--- config.mk ---
export PLATFORM = sky130hd
export DESIGN_NAME = hilo_unit
export DESIGN_NICKNAME = d
export VERILOG_FILES = /design/src/rtl/hilo_unit_pkg.sv /design/src/rtl/hilo_step.sv /design/src/rtl/hilo_unit.sv
export SDC_FILE = /design/constraint.sdc
export NUM_CORES = 1
export LEC_CHECK = 0
export CAP_MARGIN = 20
export CORE_AREA = 4 4 211 213
export DETAILED_ROUTE_END_ITERATION = 7
export DIE_AREA = 0 0 215 217
export PLACE_DENSITY = 0.61
export REMOVE_ABC_BUFFERS = 1
export SYNTH_ARGS = -nofsm -noshare
export SYNTH_HDL_FRONTEND = slang
export SYNTH_HIERARCHICAL = 1
export SYNTH_SLANG_ARGS = --single-unit
--- constraint.sdc ---
create_clock -name clk_cpu -period 4.8 [get_ports clk_cpu]
set_input_delay 0.48 -clock clk_cpu [delete_from_list [all_inputs] [get_ports clk_cpu]]
set_output_delay 0.48 -clock clk_cpu [all_outputs]
set_load 0.01 [all_outputs]
--- src/rtl/hilo_unit_pkg.sv ---
// hilo_unit_pkg: shared widths, HI/LO operation codes, FSM state and step-mode
// types, plus a small helper used when latching signed operands.
package hilo_unit_pkg;

    localparam int unsigned WORD      = 32;
    localparam int unsigned DWORD     = 64;
    localparam int unsigned B_HILO_OP = 3;

    localparam logic [B_HILO_OP-1:0] HILO_OP_MULT  = 3'd0;
    localparam logic [B_HILO_OP-1:0] HILO_OP_MULTU = 3'd1;
    localparam logic [B_HILO_OP-1:0] HILO_OP_DIV   = 3'd2;
    localparam logic [B_HILO_OP-1:0] HILO_OP_DIVU  = 3'd3;
    localparam logic [B_HILO_OP-1:0] HILO_OP_MTHI  = 3'd4;
    localparam logic [B_HILO_OP-1:0] HILO_OP_MTLO  = 3'd5;

    typedef enum logic [1:0] {
        StIdle = 2'd0,
        StMul  = 2'd1,
        StDiv  = 2'd2,
        StFix  = 2'd3
    } hilo_state_e;

    typedef enum logic {
        StepMul = 1'b0,
        StepDiv = 1'b1
    } step_mode_e;

    // Magnitude of a word when treated as signed; passthrough otherwise.
    function automatic logic [WORD-1:0] abs_word(input logic [WORD-1:0] v, input logic is_signed);
        return (is_signed && v[WORD-1]) ? (~v + 1'b1) : v;
    endfunction

endpackage

--- src/rtl/hilo_step.sv ---
// hilo_step: one combinational iteration of the multiply/divide datapath.
//   mode     - StepMul: LSB-first shift-add; StepDiv: restoring divide step
//   acc      - mult: 64-bit product accumulator; div: partial remainder in [32:0]
//   operand  - multiplicand (mult) or divisor (div)
//   bit_in   - current multiplier bit (mult) or next dividend bit (div)
//   acc_next - updated accumulator / remainder
//   q_bit    - quotient bit produced by a divide step (0 in mult mode)
module hilo_step
    import hilo_unit_pkg::*;
(
    input  step_mode_e       mode,
    input  logic [DWORD-1:0] acc,
    input  logic [WORD-1:0]  operand,
    input  logic             bit_in,
    output logic [DWORD-1:0] acc_next,
    output logic             q_bit
);

    logic [WORD:0]   sum;
    logic [WORD:0]   shifted;
    logic [WORD+1:0] diff;

    always_comb begin
        // Mult: add into the top half, then shift the whole product right so
        // that after 32 steps bit i of the multiplier has weight 2^i.
        sum     = {1'b0, acc[DWORD-1:WORD]} + {1'b0, (bit_in ? operand : {WORD{1'b0}})};
        // Div: remainder is always below the divisor, so 32 bits plus the new
        // dividend bit fit in 33 bits; diff's MSB is the borrow.
        shifted = {acc[WORD-1:0], bit_in};
        diff    = {1'b0, shifted} - {2'b00, operand};

        acc_next = '0;
        q_bit    = 1'b0;
        if (mode == StepMul) begin
            acc_next = {sum, acc[WORD-1:1]};
        end else begin
            q_bit    = ~diff[WORD+1];
            acc_next = {{(WORD-1){1'b0}}, (q_bit ? diff[WORD:0] : shifted)};
        end
    end

endmodule

--- src/rtl/hilo_unit.sv ---
// hilo_unit: iterative multiply/divide engine owning the HI/LO register pair.
//   clk_cpu   - core clock
//   reset     - synchronous active-high reset
//   req_valid - request present this cycle
//   req_op    - HILO_OP_* operation code
//   rs, rt    - operands (rs also the mthi/mtlo source)
//   req_ready - high when a request can be accepted (~busy)
//   busy      - multi-cycle operation in flight
//   hilo_q    - committed {HI, LO}
module hilo_unit
    import hilo_unit_pkg::*;
(
    input  logic                 clk_cpu,
    input  logic                 reset,
    input  logic                 req_valid,
    input  logic [B_HILO_OP-1:0] req_op,
    input  logic [WORD-1:0]      rs,
    input  logic [WORD-1:0]      rt,
    output logic                 req_ready,
    output logic                 busy,
    output logic [DWORD-1:0]     hilo_q
);

    hilo_state_e      state_q, state_d;
    logic [4:0]       count_q, count_d;
    logic [DWORD-1:0] acc_q, acc_d;
    logic [WORD-1:0]  opnd_q, opnd_d;     // multiplicand or divisor magnitude
    logic [WORD-1:0]  sh_q, sh_d;         // multiplier, or dividend -> quotient
    logic [WORD-1:0]  rs_orig_q, rs_orig_d;
    logic             neg_quo_q, neg_quo_d;
    logic             neg_rem_q, neg_rem_d;
    logic             is_div_q, is_div_d;
    logic [DWORD-1:0] hilo_d;

    step_mode_e       step_mode;
    logic             step_bit;
    logic [DWORD-1:0] step_acc;
    logic             step_q_bit;

    logic             op_signed;
    logic [WORD-1:0]  quot, rem;

    assign busy      = (state_q != StIdle);
    assign req_ready = ~busy;

    assign step_mode = (state_q == StDiv) ? StepDiv : StepMul;
    // Multiplier is consumed LSB-first; dividend bits are consumed MSB-first.
    assign step_bit  = (state_q == StDiv) ? sh_q[WORD-1] : sh_q[0];

    hilo_step u_step (
        .mode     (step_mode),
        .acc      (acc_q),
        .operand  (opnd_q),
        .bit_in   (step_bit),
        .acc_next (step_acc),
        .q_bit    (step_q_bit)
    );

    assign op_signed = (req_op == HILO_OP_MULT) || (req_op == HILO_OP_DIV);

    always_comb begin
        state_d   = state_q;
        count_d   = count_q;
        acc_d     = acc_q;
        opnd_d    = opnd_q;
        sh_d      = sh_q;
        rs_orig_d = rs_orig_q;
        neg_quo_d = neg_quo_q;
        neg_rem_d = neg_rem_q;
        is_div_d  = is_div_q;
        hilo_d    = hilo_q;
        quot      = neg_quo_q ? (~sh_q + 1'b1) : sh_q;
        rem       = neg_rem_q ? (~acc_q[WORD-1:0] + 1'b1) : acc_q[WORD-1:0];

        unique case (state_q)
            StIdle: begin
                if (req_valid) begin
                    case (req_op)
                        HILO_OP_MTHI: hilo_d[DWORD-1:WORD] = rs;
                        HILO_OP_MTLO: hilo_d[WORD-1:0]     = rs;
                        HILO_OP_MULT, HILO_OP_MULTU, HILO_OP_DIV, HILO_OP_DIVU: begin
                            is_div_d  = (req_op == HILO_OP_DIV) || (req_op == HILO_OP_DIVU);
                            neg_quo_d = op_signed & (rs[WORD-1] ^ rt[WORD-1]);
                            neg_rem_d = op_signed & rs[WORD-1];
                            rs_orig_d = rs;
                            acc_d     = '0;
                            count_d   = '0;
                            if (is_div_d) begin
                                opnd_d  = abs_word(rt, op_signed);
                                sh_d    = abs_word(rs, op_signed);
                                state_d = StDiv;
                            end else begin
                                opnd_d  = abs_word(rs, op_signed);
                                sh_d    = abs_word(rt, op_signed);
                                state_d = StMul;
                            end
                        end
                        default: ;
                    endcase
                end
            end
            StMul: begin
                acc_d   = step_acc;
                sh_d    = sh_q >> 1;
                count_d = count_q + 5'd1;
                if (count_q == 5'd31) state_d = StFix;
            end
            StDiv: begin
                acc_d   = step_acc;
                sh_d    = {sh_q[WORD-2:0], step_q_bit};
                count_d = count_q + 5'd1;
                if (count_q == 5'd31) state_d = StFix;
            end
            StFix: begin
                if (!is_div_q) begin
                    hilo_d = neg_quo_q ? (~acc_q + 1'b1) : acc_q;
                end else if (opnd_q == '0) begin
                    // Divide by zero: fixed result, no sign correction.
                    hilo_d = {rs_orig_q, {WORD{1'b1}}};
                end else begin
                    hilo_d = {rem, quot};
                end
                count_d = '0;
                state_d = StIdle;
            end
            default: state_d = StIdle;
        endcase
    end

    always_ff @(posedge clk_cpu) begin
        if (reset) begin
            state_q   <= StIdle;
            count_q   <= '0;
            acc_q     <= '0;
            opnd_q    <= '0;
            sh_q      <= '0;
            rs_orig_q <= '0;
            neg_quo_q <= 1'b0;
            neg_rem_q <= 1'b0;
            is_div_q  <= 1'b0;
            hilo_q    <= '0;
        end else begin
            state_q   <= state_d;
            count_q   <= count_d;
            acc_q     <= acc_d;
            opnd_q    <= opnd_d;
            sh_q      <= sh_d;
            rs_orig_q <= rs_orig_d;
            neg_quo_q <= neg_quo_d;
            neg_rem_q <= neg_rem_d;
            is_div_q  <= is_div_d;
            hilo_q    <= hilo_d;
        end
    end

endmodule

======== Yosys cells after proc, flatten, opt, wreduce, memory -nomap -nowiden ========
Cells that the tools add are included.
W data, S select, Z words.
storage, ports and cells
  register bits ........................... 234
  bits in latches ......................... 0
  bits in writable memories ............... 0
  bits in read-only memories .............. 0
  input bits .............................. 70
  output and inout bits ................... 66
  logic and storage cells ................. 96
  memories kept ........................... 0
cells by class
  add/subtract/negate cells ............... 8
  multipliers ............................. 0
  divide/modulo/power cells ............... 0
  $lt $le $gt $ge ......................... 0
  equal/unequal tests ..................... 14
  shift-type cells ........................ 0
  muxes and demuxes ....................... 33
  bitwise logic cells ..................... 10
  reduce and logical (&&, ||, !) cells .... 20
operator list
  cell                     count
  $mux W64                 7
  $mux W32                 11
  $pmux W64 S2             2
  $add A32 B1 Y32 const B  4
  $not A32 Y32             4
  $pmux W32 S3             1
  $add A64 B1 Y64 const B  1
  $not A64 Y64             1
  $sub A33 B32 Y34         1
  $add A32 B32 Y33         1
  $mux W33                 1
  $logic_not A32 Y1        1
  $reduce_and A3 Y1        6
  $pmux W5 S3              1
  $mux W5                  2
  $mux W2                  4
  $ne A2 B1 Y1 const B     4
  $eq A3 B2 Y1 const B     2
  $eq A3 B3 Y1 const B     2
  $pmux W2 S3              1
  $reduce_bool A2 Y1       3
  $add A5 B1 Y5 const B    1
  $eq A5 B5 Y1 const B     1
  $eq A2 B2 Y1 const B     2
  15 further kinds         21

======== Depth between registers and ports, before layout ========
  word-level depth ........................ 8
  mapped depth ............................ 23
  depth with buffers taken out ............ 19

======== Modules after synthesis ========
The synthesis kept the hierarchy.
by module, submodules not included
  module     instances  cells an instance  area an instance (µm²)
  hilo_unit  1          1992               14864.3
  hilo_step  1          669                4149.0

======== Worst setup path before layout ========
OpenSTA, ideal clock, no wires.
  kind .................................... reg2reg
  start point ............................. register state_q[0]
  end point ............................... register acc_q[32]
  data arrival time ....................... 3.924 ns
  data required time ...................... 4.668 ns
  setup slack ............................. 0.744 ns
  cell stages (with the launch flop) ...... 22
  clock period less this slack ............ 4.056 ns
  path through ............................ dfxtp_1 -> inv_1 -> ha_1 -> clkbuf_1 -> clkbuf_1 -> o21ai_0 -> inv_1 -> clkbuf_1 -> ha_1 -> fa_1 -> nand2b_1 -> a21oi_1 -> o21ai_0 -> a21oi_2 -> a2111oi_1 -> o21bai_1 -> o22ai_1 -> o21ai_0 -> xnor2_1 -> a22o_1 -> nand3_1 -> a21oi_1
between the ends
  elaborated cells on any way between the ends .. 16
  those cells by class .................... add/sub (2); eq/ne (4); mux (6); reduce/logical (4)
RTL lines
  item                    RTL line          text
  start, declared         hilo_unit.sv:24   hilo_state_e state_q, state_d;
  start signal, assigned  hilo_unit.sv:132  state_q <= StIdle;
  start signal, assigned  hilo_unit.sv:143  state_q <= state_d;
  $eq A2 B2 Y1            hilo_unit.sv:46   assign step_mode = (state_q == StDiv) ? StepDiv : StepMul;
  $mux W1                 hilo_unit.sv:46
  net step_mode           hilo_unit.sv:35   step_mode_e step_mode;
  $mux W64                hilo_step.sv:34   if (mode == StepMul) begin
  net step_acc[32]        hilo_unit.sv:37   logic [DWORD-1:0] step_acc;
  $pmux W64 S2            hilo_unit.sv:75   unique case (state_q)
  end signal, assigned    hilo_unit.sv:134  acc_q <= '0;
  end signal, assigned    hilo_unit.sv:145  acc_q <= acc_d;
  end, declared           hilo_unit.sv:26   logic [DWORD-1:0] acc_q, acc_d;
The timed path passes the listed nets, and every way through them passes these cells.
A chain may end at the register's enable or synchronous reset.

======== Worst setup path in the final report ========
  start point ............................. register state_q[0]
  end point ............................... register acc_q[63]
The elaborated chain is that of the path after synthesis.

==> impl_results.md <==
- Die width: 215 µm
- Nets: 2818
- GRT overflow: 0
- Initial antenna violation count: 0
- Critical Path Source Type: register
- Top FF cell, synth: dfxtp_1
- Worst setup margin: about 0.43 ns
- Post-CTS setup buffers: 0
- Cell Pwr Density: roughly 460 nW/µm²
- First-pass GRT wire length: around 120000 µm
- # DRC: 0
- Clock Path Buffers: 3
- Post-synth EDFFs: 0
- Final period util: approximately nine tenths
- Hold WC Path Type: in -> reg
- Worst Path Required: ~5.2 ns
- Vias after detailed routing: ~21000
- Critical path data arrival time: roughly 4.8 ns
- Largest net degree at the start of global routing: roughly 90
- Gpl congestion: around 1
- Worst-margin pin slew: ~1.0 ns
- Crit Path Max Fanout: 31
- RSZ-0062 raised after global routing: false
- Core Region: between 40000 and 50000 µm²
- Initial Utilization: 44.5%
- Max_slew headroom: 31.1%
- WL final: around 76000 µm
- Clock transition at path regs: about 0.060 ns
- Final min period: roughly 4.4 ns
- Syn Std Cell Area: about 19000 µm²
- Worst skew pair latency: roughly 0.62 ns
- H-tree Lvls: 1
- Share of synthesized registers carrying an async set or reset: 0%
- Final setup vio count: 0
- Cells after Synth: approximately 2700
- Mean number of vias per cell: ~6.5
- Post-synthesis average cell area: 7.15 µm²
- Final Util: 50.9%
- CTS tree: yes
- Max Cap Viol: 0
- Detailed placement HPWL: ~55000 µm
- Inst Count DP: between 3000 and 4000
- Status: completed
- Buffers on Ports: around 140
- First-pass iteration count of the detailed router: 6
- Sequential cell area: approximately 4700 µm²
- Fill cell count: around 4200
- Place WS: around 0.36 ns
- Rows: between 70 and 80
- Io pins: about 140
- Synth-to-Final Area Change: 14.4%
- CTS sink cnt: ~230
- Post-Layout Cell Count: ~3200
- Post-CTS sizing: 0
- Worst VDD drop: 0.669 mV
- Yosys Warn Count: 6
- Full die area: about 47000 µm²
- Synth unique cells: 80
- Highest clock rate: approximately 230 MHz
- Multi-input gate area: ~13000 µm²
- Final Hold Viols: 0
- Setup CP Type: reg -> reg
- Final Skew: 0.0504 ns
- Aggregate global-route resource usage: 31.0%
- Share of layout cells above drive strength 1: 6.20%
- Seq/Total Area, Yosys: between 20% and 30%
- Count of final max-slew check failures: 0
- Detail Route Antenna Nets: 0
- Initial DRC count: 2330
- Total CTS buffers: 30
- Root Buffer: clkbuf_16
- Crit. End Element: register
- Routed len/inst: approximately 24 µm
- #FFs+latches synth: 234
- Vias in the first global route: between 15000 and 20000
- Hold bufs inserted after CTS: 0
- Leakage: 7.99 nW
- Diode count: 0
- Die Height: roughly 220 µm
-- area by class of cell --
cell class / instances / share of cell area [%]
Inverter: 66 / 1.14
Tap cell: 546 / 3.14
Sequential cell: 234 / 21.6
Timing Repair Buffer: 193 / 8.35
Multi-Input combinational cell: 2146 / 61.1
Clock inverter: 15 / 0.880
Clock buffer: 40 / 3.81
-- flip-flops by register name, summed over array words and instances, names as in the netlist --
| name | cells |
|---|---|
| acc_q | 64 |
| state_q | 2 |
| opnd_q | 32 |
| neg_quo_q | 1 |
| rs_orig_q | 32 |
| count_q | 5 |
| neg_rem_q | 1 |
| is_div_q | 1 |
| sh_q | 32 |
| hilo_q | 64 |
-- per-stage QoR --
stage	area [µm²]	hold WS, ns	setup TNS, ns	power [mW]
floorplan	18200	0.426	-103.43	5.71
global placement	20700	0.439	0	7.56
detailed placement	20700	0.443	0	7.63
CTS	21700	0.268	0	10.0
global route	21800	0.290	0	10.6
finish	21800	0.277	0	10.1
-- layout by cell type, fill, tap and decap left out, types with 26 or more instances in the layout --
cell type,n
nand2_1,321
a21oi_1,300
nor2_1,297
dfxtp_1,232
xnor2_1,135
clkdlybuf4s50_1,134
o21ai_0,123
nand3_1,92
xor2_1,86
ha_1,72
inv_1,63
buf_4,55
nor3_1,54
o31ai_1,45
a211oi_1,38
a22oi_1,35
o221ai_1,34
o41ai_1,33
or3_1,31
nor4_1,30
clkbuf_16,30
or4_1,29
nand2b_1,26
-- Yosys cell counts, types with 5 or more instances --
library cell / count / area, µm²
ha_1: 75 / 938
nand3_1: 92 / 460
or2_2: 13 / 81.3
o221ai_1: 34 / 298
a21o_1: 21 / 158
nand2_1: 322 / 1210
mux2i_1: 19 / 190
o31ai_1: 45 / 338
dfxtp_1: 234 / 4680
o22ai_1: 12 / 75.1
a211oi_1: 38 / 285
o31a_1: 10 / 87.6
mux2_2: 5 / 56.3
a31oi_1: 25 / 156
and3_1: 16 / 100
o21bai_1: 10 / 75.1
or4_1: 29 / 218
nand2b_1: 26 / 163
nor3b_1: 11 / 82.6
clkbuf_1: 180 / 676
a211o_1: 9 / 78.8
inv_1: 63 / 236
buf_1: 21 / 78.8
a311oi_1: 23 / 201
nand4_1: 15 / 93.8
nand3b_1: 5 / 37.5
a22o_1: 13 / 114
xor2_1: 86 / 753
or3_1: 31 / 194
nor3_1: 54 / 270
buf_2: 9 / 45.0
a21oi_1: 302 / 1510
nor2b_1: 14 / 87.6
a221oi_1: 23 / 201
a22oi_1: 35 / 263
nor2_1: 300 / 1130
o21ai_0: 125 / 626
o41ai_1: 33 / 289
nor4_1: 30 / 188
buf_6: 5 / 56.3
xnor2_1: 135 / 1180
o21a_1: 19 / 143
o211ai_1: 15 / 113
-- metal layers --
layer / vias up / GRT usage [%] / wire [µm]
li1: 9691 / - / -
met1: 9917 / 42.1 / 31900
met2: 1091 / 49.4 / 33600
met3: 202 / 6.07 / 7560
met4: 0 / 11.3 / 3350
met5: - / 0 / 0
-- cells by family after synthesis --
logic type,count (synthesis),synth area share [%]
AO/OA/AOI/OAI,844,29.2
flip-flops,234,24.6
adder cells (fa/ha/maj),77,5.15
AND/OR/NAND/NOR,980,23.7
multiplexers,24,1.30
buffers and inverters,281,5.80
XOR/XNOR,221,10.2
-- critical path, stage by stage (launching register included) --
cell and delay [ns]:
dfxtp_1 0.38, inv_1 0.13, ha_4 0.20, o21ai_1 0.40, inv_1 0.14, buf_4 0.26
nor2_1 0.16, ha_1 0.28, o21ai_0 0.28, a21oi_1 0.11, o31ai_1 0.23, buf_4 0.17
nand3_1 0.09, a21oi_1 0.34, o21ai_0 0.24, nand4_1 0.14, nand2_1 0.08, a211oi_1 0.26
nor3_1 0.08, nand3_1 0.12, a21oi_1 0.08
-- power by group --
part	internal (mW)	switching (mW)	total, mW
clock	1.38	0.983	2.36
sequential	2.18	0.396	2.58
combinational	1.70	3.43	5.14
-- path summary, 6_finish.rpt --
path                                   start            to  slack (ns)  cells past startpoint
worst max register to register    state_q[0]     acc_q[63]        0.43                     20
worst min register to register  rs_orig_q[9]  rs_orig_q[9]        0.45                      2
worst min-delay path                   reset    opnd_q[24]        0.28                      2
worst max-delay path              state_q[0]     acc_q[63]        0.43                     20
(Power assumes the default switching activity.)
